===== config.mk =====
export PLATFORM = sky130hd
export DESIGN_NAME = sseg_scan_capture
export DESIGN_NICKNAME = d
export VERILOG_FILES = /design/src/rtl/seg_pkg.sv /design/src/rtl/sync2.sv /design/src/rtl/sseg_scan_capture.sv
export SDC_FILE = /design/constraint.sdc
export NUM_CORES = 1
export LEC_CHECK = 0
export CAP_MARGIN = 0
export CORE_ASPECT_RATIO = 1.75
export CORE_UTILIZATION = 25
export DETAILED_ROUTE_END_ITERATION = 6
export HOLD_SLACK_MARGIN = 0.08
export PLACE_DENSITY = 0.47
export REMOVE_ABC_BUFFERS = 1
export SYNTH_ARGS = -nofsm -noshare
export SYNTH_HDL_FRONTEND = slang
export SYNTH_SLANG_ARGS = --single-unit
export TNS_END_PERCENT = 30

===== constraint.sdc =====
create_clock -name clk -period 8.98 [get_ports clk]
set_input_delay 0.898 -clock clk [delete_from_list [all_inputs] [get_ports clk]]
set_output_delay 0.898 -clock clk [all_outputs]
set_load 0.02 [all_outputs]

===== src/rtl/seg_pkg.sv =====
// Shared constants, types and anode decoding for the seven-segment scan capture.
package seg_pkg;

  localparam logic [3:0] AN_NONE    = 4'b1111;
  localparam logic [7:0] SSEG_BLANK = 8'hFF;
  localparam int unsigned NUM_DIGITS = 4;

  typedef logic [1:0] digit_idx_t;

  // What a settled scan slot turned out to be when it was sampled.
  typedef enum logic [1:0] {
    SLOT_IDLE,   // no sample this cycle, or a blanking slot
    SLOT_VALID,  // exactly one anode active
    SLOT_MULTI   // two or more anodes active at once
  } slot_kind_t;

  typedef struct packed {
    logic       valid;  // exactly one low bit
    logic       multi;  // two or more low bits
    digit_idx_t idx;    // position of the low bit when valid
  } an_dec_t;

  // Decode an active-low anode vector into {valid, multi, idx}.
  function automatic an_dec_t an_decode(input logic [3:0] an_n);
    an_dec_t     r;
    int unsigned lows;
    r    = '0;
    lows = 0;
    for (int unsigned i = 0; i < NUM_DIGITS; i++) begin
      if (!an_n[i]) begin
        lows  = lows + 1;
        r.idx = digit_idx_t'(i);
      end
    end
    r.valid = (lows == 1);
    r.multi = (lows >= 2);
    return r;
  endfunction

endpackage


===== src/rtl/sync2.sv =====
// Parameterised-width two-flop synchronizer with a configurable reset value.
module sync2 #(
  parameter int unsigned       WIDTH   = 1,
  parameter logic [WIDTH-1:0]  RST_VAL = '0
) (
  input  logic             clk_i,
  input  logic             rst_ni,
  input  logic [WIDTH-1:0] d_i,
  output logic [WIDTH-1:0] q_o
);

  logic [WIDTH-1:0] s1_q;
  logic [WIDTH-1:0] s2_q;

  // Two back-to-back flops to resolve metastability of asynchronous inputs.
  always_ff @(posedge clk_i or negedge rst_ni) begin
    if (!rst_ni) begin
      s1_q <= RST_VAL;
      s2_q <= RST_VAL;
    end else begin
      s1_q <= d_i;
      s2_q <= s1_q;
    end
  end

  assign q_o = s2_q;

endmodule


===== src/rtl/sseg_scan_capture.sv =====
// Receive side of a multiplexed seven-segment bus: waits for each scan slot
// to settle, captures its segment pattern per digit and publishes all four
// digits together when a full frame has been seen.
module sseg_scan_capture
  import seg_pkg::*;
#(
  parameter int unsigned SETTLE_CYC  = 8,
  parameter int unsigned TIMEOUT_CYC = 2**20
) (
  input  logic       clk,
  input  logic       reset_n,
  input  logic [3:0] an,
  input  logic [7:0] sseg,
  output logic [7:0] d0,
  output logic [7:0] d1,
  output logic [7:0] d2,
  output logic [7:0] d3,
  output logic       frame_done,
  output logic       err_an,
  output logic       stale
);

  localparam int unsigned CNT_W = $clog2(SETTLE_CYC + 1);
  localparam int unsigned TO_W  = $clog2(TIMEOUT_CYC + 1);

  localparam logic [CNT_W-1:0] CNT_SAT  = CNT_W'(SETTLE_CYC);
  localparam logic [CNT_W-1:0] CNT_FIRE = CNT_W'(SETTLE_CYC - 1);
  localparam logic [TO_W-1:0]  TO_LIMIT = TO_W'(TIMEOUT_CYC);

  // ---------------------------------------------------------------------------
  // Input synchronisation
  // ---------------------------------------------------------------------------
  logic [11:0] s2;
  logic [3:0]  s2_an;
  logic [7:0]  s2_sseg;

  sync2 #(
    .WIDTH   (12),
    .RST_VAL ({AN_NONE, SSEG_BLANK})
  ) u_sync (
    .clk_i  (clk),
    .rst_ni (reset_n),
    .d_i    ({an, sseg}),
    .q_o    (s2)
  );

  assign s2_an   = s2[11:8];
  assign s2_sseg = s2[7:0];

  // ---------------------------------------------------------------------------
  // Stability counter
  // ---------------------------------------------------------------------------
  logic [11:0]      prev_q;
  logic [CNT_W-1:0] cnt_q, cnt_d;
  logic             sample_evt;

  // Restart on any change, count matching cycles up to saturation; the sample
  // fires on the single transition into saturation.
  always_comb begin
    cnt_d = cnt_q;
    if (s2 != prev_q) begin
      cnt_d = '0;
    end else if (cnt_q != CNT_SAT) begin
      cnt_d = cnt_q + 1'b1;
    end
    sample_evt = (s2 == prev_q) && (cnt_q == CNT_FIRE);
  end

  // Keep last synced value and the running stable count.
  always_ff @(posedge clk or negedge reset_n) begin
    if (!reset_n) begin
      prev_q <= {AN_NONE, SSEG_BLANK};
      cnt_q  <= '0;
    end else begin
      prev_q <= s2;
      cnt_q  <= cnt_d;
    end
  end

  // ---------------------------------------------------------------------------
  // Slot classification
  // ---------------------------------------------------------------------------
  an_dec_t    dec;
  slot_kind_t kind;

  // Decide what the settled slot represents only at the sample event.
  always_comb begin
    dec  = an_decode(s2_an);
    kind = SLOT_IDLE;
    if (sample_evt) begin
      if (dec.multi) begin
        kind = SLOT_MULTI;
      end else if (dec.valid) begin
        kind = SLOT_VALID;
      end
    end
  end

  // ---------------------------------------------------------------------------
  // Shadow capture, frame publication and timeout
  // ---------------------------------------------------------------------------
  logic [3:0][7:0] shadow_q, shadow_d;
  logic [3:0][7:0] dout_q, dout_d;
  logic [3:0]      seen_q, seen_d, seen_set;
  logic [TO_W-1:0] to_q, to_d;
  logic            frame_done_q, frame_done_d;
  logic            err_q, err_d;
  logic            stale_q, stale_d;

  // A valid sample takes priority over the timeout in the same cycle, so the
  // timeout branch is only evaluated when no digit was captured.
  always_comb begin
    shadow_d     = shadow_q;
    dout_d       = dout_q;
    seen_set     = seen_q;
    seen_d       = seen_q;
    to_d         = to_q;
    stale_d      = stale_q;
    frame_done_d = 1'b0;
    err_d        = (kind == SLOT_MULTI);

    if (kind == SLOT_VALID) begin
      shadow_d[dec.idx] = s2_sseg;
      seen_set[dec.idx] = 1'b1;
    end
    seen_d = seen_set;

    if (kind == SLOT_VALID) begin
      to_d    = '0;
      stale_d = 1'b0;
      if (&seen_set) begin
        dout_d       = shadow_d;
        frame_done_d = 1'b1;
        seen_d       = '0;
      end
    end else begin
      if (to_q != TO_LIMIT) begin
        to_d = to_q + 1'b1;
      end
      if (to_d == TO_LIMIT) begin
        stale_d = 1'b1;
        seen_d  = '0;
      end
    end
  end

  // Capture and output registers.
  always_ff @(posedge clk or negedge reset_n) begin
    if (!reset_n) begin
      shadow_q     <= {NUM_DIGITS{SSEG_BLANK}};
      dout_q       <= {NUM_DIGITS{SSEG_BLANK}};
      seen_q       <= '0;
      to_q         <= '0;
      frame_done_q <= 1'b0;
      err_q        <= 1'b0;
      stale_q      <= 1'b0;
    end else begin
      shadow_q     <= shadow_d;
      dout_q       <= dout_d;
      seen_q       <= seen_d;
      to_q         <= to_d;
      frame_done_q <= frame_done_d;
      err_q        <= err_d;
      stale_q      <= stale_d;
    end
  end

  assign d0         = dout_q[0];
  assign d1         = dout_q[1];
  assign d2         = dout_q[2];
  assign d3         = dout_q[3];
  assign frame_done = frame_done_q;
  assign err_an     = err_q;
  assign stale      = stale_q;

endmodule

# Word level (Yosys, flattened, before mapping)
# Cells that the tools add are included.
# word_totals
elab_cells,70
out_inout_bits,35
reg_bits,132
inputBits,14
# classes
add_sub_neg,5
order_cmp,3
bitwise,1
n_eq_ne,9
mux,29
reduce_logical,6
# ops
cell,count
2-to-1 mux 32 bit,4
adder 32 x 1 -> 32 bit (second input constant),3
2-to-1 mux 21 bit,3
bitwise mux 32 bit,1
equality test 32 x 1 -> 1 bit (second input constant),1
greater-or-equal comparator 32 x 2 -> 1 bit (second input constant),1
2-to-1 mux 4 bit,6
adder 21 x 1 -> 21 bit (second input constant),1
equality test 21 bit (second input constant),1
inequality test 21 bit (second input constant),1
demux 8 bit (select 2 bit),1
equality test 12 bit,1
inequality test 12 bit,1
2-to-1 mux 1 bit,8
2-to-1 mux 2 bit,4
2-to-1 mux 8 bit,1
AND reduction 5 bit,1
adder 4 x 1 -> 4 bit (second input constant),1
equality test 4 x 3 -> 1 bit (second input constant),1
inequality test 4 bit (second input constant),1
OR 4 bit,1
AND reduction 4 bit,1
nonzero test 2 bit,2
less-than comparator 2 x 3 -> 1 bit (second input constant),1
5 further kinds,6

# Depth between registers and ports, before layout
# Gate-level depths: netlist of run 1.
# depth
depth_word,16
ltp_mapped,14

# Hierarchy
# A second synthesis of run 1 with hierarchy kept.
# hier_totals
cells_unflattened,433
hier_area_um2,5700.5
# modules_own_cells
module,instances,cells_each,area_per_inst_um2,seq_area_each_um2
sseg_scan_capture,1,409,5069.9,2797.7
sync2,1,24,630.6,630.6

# Least setup slack after synthesis of run 1
# OpenSTA, ideal clock, no wires.
# synth_timing
path_kind,reg-to-reg
from,register u_sync.s2_q[9] (netlist: u_sync.q_o[9])
to,register dout_q (netlist bit d0[0])
stages_incl_launch_ff,11
path_slack_ns,5.477
arrival_time_ns,3.420
cell_sequence,dfstp_2 clkbuf_1 inv_1 ha_1 xnor2_1 ha_1 o41ai_2 nand4_1 nor3_2 mux2_2 mux2_4
# synth_rtl
item,line,rtl
"start, declared",sync2.sv:13,logic [WIDTH-1:0] s2_q;
"start signal, assigned",sync2.sv:22,s2_q <= s1_q;
"end signal, assigned",sseg_scan_capture.sv:151,dout_q <= {NUM_DIGITS{SSEG_BLANK}};
"end signal, assigned",sseg_scan_capture.sv:159,dout_q <= dout_d;
"end, declared",sseg_scan_capture.sv:103,"logic [3:0][7:0] dout_q, dout_d;"

# Final worst setup path of run 1
# layout_timing
from,register u_sync.s2_q[9] (netlist: u_sync.q_o[9])
to,register dout_q (netlist bit d1[1])
# layout_via
elab_chain_len,12
# layout_lines
item
branches (longest 12 deep; another with adder 32 x 1 -> 32 bit)
# Several ways; the timed one is not identified.
# A chain may end at the register's enable or synchronous reset.

==> impl_metrics.env, run 1 <==
export IMPL_synth_cells=417
export IMPL_ys_warn_count=0
export IMPL_final_nets=487
export IMPL_netSwitchingFraction=0.2183
export IMPL_synth_compound_gate_area_share=0.03482
export IMPL_grt_setup_unrepaired="no"
export IMPL_met1Wirelength_um=4498
export IMPL_clkSlewWorstSetupHoldPaths_ns=0.06
export IMPL_grt_antenna_before_repair=0
export IMPL_synth_top_family_by_area="multiplexers"
export IMPL_totalPowerFinal_mw=1.322
export IMPL_io_pins=49
export IMPL_die_width_um=115.9
export IMPL_synth_lib_cells_used_distinct=49
export IMPL_timing_rr_start="u_sync.q_o[9]"
export IMPL_synth_ff_type="sky130_fd_sc_hd__dfstp_2"
export IMPL_ff2ff_path_depth=9
export IMPL_postCtsSetupBuffers=0
export IMPL_synth_edf_count=0
export IMPL_synthAdderAreaFrac=0.01543
export IMPL_grt_total_usage=0.1121
export IMPL_maximum_clock_skew_at_final_layout_ns=0.009118
export IMPL_comb_power_share=0.025
export IMPL_initial_utilization=0.2562
export IMPL_fillCellCount=2273
export IMPL_hold_path_startpoint="u_sync.s1_q[7]"
export IMPL_place_worst_setup_slack_ns=4.423
export IMPL_switching_power_mw=0.2887
export IMPL_cts_root_buffer_cell="sky130_fd_sc_hd__clkbuf_16"
export IMPL_core_region_area_mm2=0.02216
export IMPL_cts_resized=0
export IMPL_power_leakage_nw=2.861
export IMPL_globalRoute_totalOverflow=0
export IMPL_status="finished clean"
export IMPL_remaining_drc_errors=0
export IMPL_hold_path_cells=0
export IMPL_fmaxAchievable_mhz=225.5
export IMPL_clock_latency_ns=0.42
export IMPL_floorplan_die_height_um=201.3
export IMPL_area_delta_synth_final_pct=23.32
export IMPL_critical_path_slowest_cell="sky130_fd_sc_hd__nor3b_4"
export IMPL_diodes=0
export IMPL_min_to="u_sync.q_o[7]"
export IMPL_finalWeightedCongestion=0.7949
export IMPL_core_rowCount=72
export IMPL_critical_path_n_buffers_inverters=1
export IMPL_met3_length_um=372
export IMPL_worst_path_required_time_ns=9.32
export IMPL_power_density_mw_per_mm2=188.9
export IMPL_avgSynthCellArea_um2=13.61
export IMPL_clk_path_buf_depth=2
export IMPL_vdd_drop_max_uv=94.19
export IMPL_timing_hold_violations_final=0
export IMPL_tritoncts="yes"
export IMPL_crit_path_cell_chain="inv_1 > ha_1 > xnor2_1 > ha_1 > o41ai_2 > nor3b_4 > o221ai_2 > or2_2 > mux2_4"
export IMPL_setup_worst_path_end_class="flip-flop"
export IMPL_worst_setup_path_startpoint="u_sync.q_o[9]"
export IMPL_timing_critical_path_max_delay_family="simple AND/OR/NAND/NOR gates"
export IMPL_hold_slack_ns=0.3547
export IMPL_startpoint_type="flip-flop"
export IMPL_grt_pass1_vias=3654
export IMPL_via_per_inst=4.224
export IMPL_fp_dieArea_mm2=0.02334
export IMPL_h_tree_depth=4
export IMPL_drt_iter0_markers=183
export IMPL_critical_path_max_fanout=36
export IMPL_critical_path_arrival_ns=4.78
export IMPL_ys_seq_area_frac=0.6039
export IMPL_synth_area_mm2=0.005677
export IMPL_synth_seq_cells=132
export IMPL_asr_flop_ratio_synth=1.000
export IMPL_muxShareOfSynthArea=0.1494
export IMPL_setup_ws_ns=4.545
export IMPL_final_min_clock_period_ns=4.435
export IMPL_detail_route_wirelength_um=11590
export IMPL_cts_sink_count=132
export IMPL_timing_slew_headroom=0.1930
export IMPL_detailroute_wirelength_met2_um=6406
export IMPL_cap_viol_max_count=0
export IMPL_critical_path_max_stage_delay_ns=0.88
export IMPL_cts_inserted_buffers=17
export IMPL_final_setup_tns_ns=0
export IMPL_final_core_utilization=0.3159
export IMPL_cts_hold_buffers=0
export IMPL_drtAntennaViolNets=0
export IMPL_worstMarginPinSlew_ns=1.210
export IMPL_routed_wire_length_per_instance_um=14.97
export IMPL_layout_drive_gt1_share=0.4310
export IMPL_post_synth_xor_area_fraction=0.06326
export IMPL_path_category_of_the_worst_min_delay_check="reg2reg"
export IMPL_top_layer_used="met4"
export IMPL_routed_via_count=3269
export IMPL_drtPass1Iterations=4
export IMPL_cell_internal_pwr_mw=1.034
export IMPL_final_min_period_over_clock_period=0.4938
export IMPL_power_clock_fraction=0.507
export IMPL_wire_length_of_the_first_global_routing_pass_um=19550
export IMPL_synth_simple_gate_area_frac=0.1049
export IMPL_timing_rr_end="d1[1]"
export IMPL_post_dp_hpwl_um=7858
export IMPL_grt_max_degree=84
export IMPL_seq_power_share=0.469
export IMPL_setup_violations=0
export IMPL_rrSetupSlack_ns=4.55
export IMPL_maxSlewViolCount=0
export IMPL_setup_worst_path_class="reg2reg"
export IMPL_crit_path_frequent_cell="sky130_fd_sc_hd__ha_1"
export IMPL_io_buffer_count=48
flip-flops by register name, summed over array words and instances (netlist names), 4 cells and up:
name and flops:
seen_q 4, d0 8, cnt_q 4, d3 8, to_q 21, d1 8, u_sync.s1_q 12, d2 8
shadow_q 32, u_sync.q_o 12, prev_q 12
area by class of cell:
| class | count | area (um^2) | area share |
|---|---|---|---|
| repair buffers | 49 | 485.5 | 0.06935 |
| clock inverters | 11 | 101.3 | 0.01448 |
| well taps | 296 | 370.4 | 0.05290 |
| clock buffers | 20 | 478.0 | 0.06828 |
| multi-input cells | 253 | 2088 | 0.2983 |
| inverters | 13 | 48.80 | 0.006971 |
| flip-flops and latches | 132 | 3428 | 0.4897 |
worst max-delay path by stage:
stage / end / slack (ns) / cells past startpoint
after CTS: d0[2] / 4.42 / 9
after global placement: d1[2] / 4.58 / 9
after global routing: d1[1] / 4.15 / 9
after floorplan: d0[0] / 4.92 / 9
final: d1[1] / 4.55 / 9
after detailed placement: d1[2] / 4.42 / 9
stage by stage:
| stage | cell area [um^2] | std cells |
|---|---|---|
| final | 7000 | 774 |
| after global routing | 7000 | 774 |
| after CTS | 7000 | 774 |
| after detailed placement | 6421 | 743 |
| after global placement | 6421 | 743 |
| after floorplan | 5565 | 398 |
power groups by stage:
stage	Sequential [mW]	Clock [mW]	Combinational [mW]
2_1_floorplan	0.626	0	0.0138
3_3_place_gp	0.628	0	0.0334
3_5_place_dp	0.629	0	0.0344
4_1_cts	0.620	0.694	0.0346
5_1_grt	0.621	0.716	0.0376
6_report	0.620	0.670	0.0329
layer usage:
metal,global-route usage,up-vias
li1,-,1523
met1,0.1200,1661
met2,0.1983,59
met3,0.03012,26
met4,0.05495,0
met5,0,-
cells in the mapped netlist (4+ instances only):
cell	number	area (um^2)
sky130_fd_sc_hd__a21oi_1	6	30.03
sky130_fd_sc_hd__a31oi_1	4	25.02
sky130_fd_sc_hd__buf_6	5	56.30
sky130_fd_sc_hd__clkbuf_1	11	41.29
sky130_fd_sc_hd__dfrtp_1	32	800.8
sky130_fd_sc_hd__dfstp_2	100	2628
sky130_fd_sc_hd__ha_1	7	87.58
sky130_fd_sc_hd__inv_1	13	48.80
sky130_fd_sc_hd__mux2_2	36	405.4
sky130_fd_sc_hd__mux2_4	26	390.4
sky130_fd_sc_hd__nand2_1	14	52.55
sky130_fd_sc_hd__nand3_1	10	50.05
sky130_fd_sc_hd__nand4_1	10	62.56
sky130_fd_sc_hd__nor2_1	38	142.6
sky130_fd_sc_hd__nor3_1	11	55.05
sky130_fd_sc_hd__nor4_1	5	31.28
sky130_fd_sc_hd__o21ai_0	5	25.02
sky130_fd_sc_hd__xnor2_1	18	157.7
sky130_fd_sc_hd__xor2_1	23	201.4
cells by family (layout without fill, tap and decap cells):
family	Yosys count	in the layout
xor+xnor	41	41
flops	132	132
fa+ha+maj	7	7
buf+inv	32	93
simple gates	111	111
mux	67	67
compound gates	27	27
layout by cell type, fill, tap and decap left out, drive strengths merged, types with 5 or more instances in the layout:
| cell | instances |
|---|---|
| clkdlybuf4s50 | 47 |
| o21ai | 5 |
| dfstp | 100 |
| mux2 | 64 |
| nor3 | 13 |
| ha | 7 |
| xnor2 | 18 |
| nand2 | 14 |
| dfrtp | 32 |
| nor2 | 39 |
| inv | 14 |
| nand3 | 11 |
| nand4 | 10 |
| a21oi | 6 |
| clkbuf | 20 |
| clkinvlp | 5 |
| xor2 | 23 |
| nor4 | 7 |
(Power assumes the default switching activity.)
==> run 2: changes to the inputs <==
clock period = 4.14 ns   (was 8.98 ns; I/O delays follow)
==> run 2 against run 1 <==
Against the previous run:
- via count rose by 1.3%
- count of clock-buffer cells in the layout rose by 2
- critical path depth did not move
- power rose by 130%
- design area rose by 1.6%
- first-iteration DRC count fell by 22%
- fmax rose by 20%
- global-route usage barely moved
==> impl_metrics.env, run 2 (synthesis results as in run 1) <==
export IMPL_top_register="shadow_q"
export IMPL_timing_rr_start="u_sync.q_o[9]"
export IMPL_cts_resized=0
export IMPL_core_region_area_mm2=0.02216
export IMPL_maximum_clock_skew_at_final_layout_ns=0.01178
export IMPL_rrSetupSlack_ns=0.45
export IMPL_grt_max_degree=53
export IMPL_drtAntennaViolNets=0
export IMPL_tritoncts="yes"
export IMPL_ff2ff_path_depth=9
export IMPL_setup_worst_path_class="reg2reg"
export IMPL_finalWeightedCongestion=0.8029
export IMPL_cts_inserted_buffers=17
export IMPL_cap_viol_max_count=0
export IMPL_io_pins=49
export IMPL_final_core_utilization=0.3209
export IMPL_setup_violations=0
export IMPL_worst_path_required_time_ns=4.49
export IMPL_fmaxAchievable_mhz=270.8
export IMPL_critical_path_arrival_ns=4.04
export IMPL_setup_worst_path_end_class="flip-flop"
export IMPL_die_width_um=115.9
export IMPL_place_worst_setup_slack_ns=0.4594
export IMPL_detail_route_wirelength_um=11660
export IMPL_final_min_clock_period_ns=3.692
export IMPL_worstMarginPinSlew_ns=0.6654
export IMPL_layout_common_cells="sky130_fd_sc_hd__dfstp_2 (100), sky130_fd_sc_hd__clkdlybuf4s50_1 (47), sky130_fd_sc_hd__nor2_1 (38)"
export IMPL_post_dp_hpwl_um=7801
export IMPL_setup_ws_ns=0.4477
export IMPL_totalPowerFinal_mw=3.006
export IMPL_via_per_inst=4.227
export IMPL_worst_setup_path_startpoint="u_sync.q_o[9]"
export IMPL_initial_utilization=0.2562
export IMPL_reg_largest_list="shadow_q x32, to_q x21"
export IMPL_vdd_drop_max_uv=290.2
export IMPL_timing_rr_end="d2[3]"
export IMPL_grtUsageMet1=0.1254
export IMPL_drt_iter0_markers=143
export IMPL_grt_pass1_vias=3637
export IMPL_wire_length_of_the_first_global_routing_pass_um=19710
export IMPL_grt_antenna_before_repair=0
export IMPL_h_tree_depth=4
export IMPL_worstSetupEndpoint="d2[3]"
export IMPL_largest_register_ffs=32
export IMPL_critical_path_max_fanout=9
export IMPL_routed_wire_length_per_instance_um=14.89
export IMPL_layout_drive_gt1_share=0.4374
export IMPL_drtPass1Iterations=4
export IMPL_startpoint_type="flip-flop"
export IMPL_power_density_mw_per_mm2=422.7
export IMPL_globalRoute_busiestLayer="met2"
export IMPL_cts_root_buffer_cell="sky130_fd_sc_hd__clkbuf_16"
export IMPL_area_delta_synth_final_pct=25.28
export IMPL_final_common_cell="sky130_fd_sc_hd__dfstp_2"
export IMPL_maxSlewViolCount=0
export IMPL_io_buffer_count=48
export IMPL_cts_sink_count=132
export IMPL_power_leakage_nw=2.937
export IMPL_core_rowCount=72
export IMPL_final_setup_tns_ns=0
export IMPL_remaining_drc_errors=0
export IMPL_gr_usage_met2=0.1920
export IMPL_clkSlewWorstSetupHoldPaths_ns=0.06
export IMPL_final_nets=495
export IMPL_fin_area_mm2=0.007112
export IMPL_clk_path_buf_depth=2
export IMPL_clock_latency_ns=0.42
export IMPL_status="finished clean"
export IMPL_floorplan_die_height_um=201.3
export IMPL_detailed_place_area_mm2=0.006474
export IMPL_met3_track_usage_gr=0.02952
export IMPL_final_min_period_over_clock_period=0.8919
export IMPL_grt_setup_unrepaired="no"
export IMPL_routed_via_count=3310
export IMPL_diodes=0
export IMPL_timing_hold_violations_final=0
export IMPL_timing_slew_headroom=0.5564
export IMPL_grt_total_usage=0.1125
export IMPL_path_category_of_the_worst_min_delay_check="reg2reg"
export IMPL_globalRoute_totalOverflow=0
export IMPL_fp_dieArea_mm2=0.02334
## run 2: cell types whose count changed in the layout (fill, tap and decap cells not counted), sizes merged
cell / delta
clkinvlp: -4
clkbuf: +2
buf: +7
clkinv: -1
inv: +2
bufinv: +2
dlygate4sd3: +1
## run 2: timing repair
| action | CTS | global route |
|---|---|---|
| endpoints found under the hold margin | 27 | 0 |
| buffers inserted | 0 | 0 |
| hold buffers | 1 | 0 |
## run 2: report_power, final
group	switching (mW)	internal (mW)
Clock	0.573	1.02
Combinational	0.0447	0.0283
Sequential	0.0174	1.33
Total	0.635	2.37
## run 2: worst min-delay path by stage
| stage | start | end | slack [ns] | depth (start not counted) |
|---|---|---|---|---|
| 6_report | u_sync.s1_q[0] | u_sync.q_o[0] | 0.35 | 0 |
| 5_1_grt | u_sync.s1_q[0] | u_sync.q_o[0] | 0.36 | 0 |
| 4_1_cts | u_sync.s1_q[3] | u_sync.q_o[3] | 0.36 | 0 |
| 3_5_place_dp | u_sync.s1_q[3] | u_sync.q_o[3] | 0.35 | 0 |
| 3_3_place_gp | u_sync.s1_q[1] | u_sync.q_o[1] | 0.35 | 0 |
| 2_1_floorplan | reset_n | cnt_q[0] | 0.12 | 0 |
## run 2: critical path, cell delays in order (launching register included)
cell	delay (ns)
sky130_fd_sc_hd__dfstp_2	0.62
sky130_fd_sc_hd__inv_1	0.10
sky130_fd_sc_hd__ha_1	0.32
sky130_fd_sc_hd__xnor2_1	0.31
sky130_fd_sc_hd__ha_1	0.32
sky130_fd_sc_hd__o41ai_2	0.39
sky130_fd_sc_hd__nand4_1	0.26
sky130_fd_sc_hd__or3_1	0.61
sky130_fd_sc_hd__mux2_1	0.41
sky130_fd_sc_hd__mux2_4	0.28
## run 2: final cells by class
cell class                      count  area (um^2)
Timing Repair Buffer               57        548.0
Multi-Input combinational cell    253         2088
Tap cell                          296        370.4
Clock inverter                     10        143.9
Clock buffer                       22        484.2
Fill cell                        2243        15050
Sequential cell                   132         3428
Inverter                           13        48.80
## run 2: stage by stage
stage               cells  hold WS, ns
finish                783       0.3519
global route          783       0.3603
CTS                   783       0.3558
detailed placement    750       0.3472
global placement      750       0.3461
floorplan             398       0.1184
## run 2: layer usage
metal  wire length, um  vias to the layer above
met3               337                       24
met5                 0                        -
met4               313                        0
met1              4718                     1688
li1                  -                     1551
met2              6288                       47
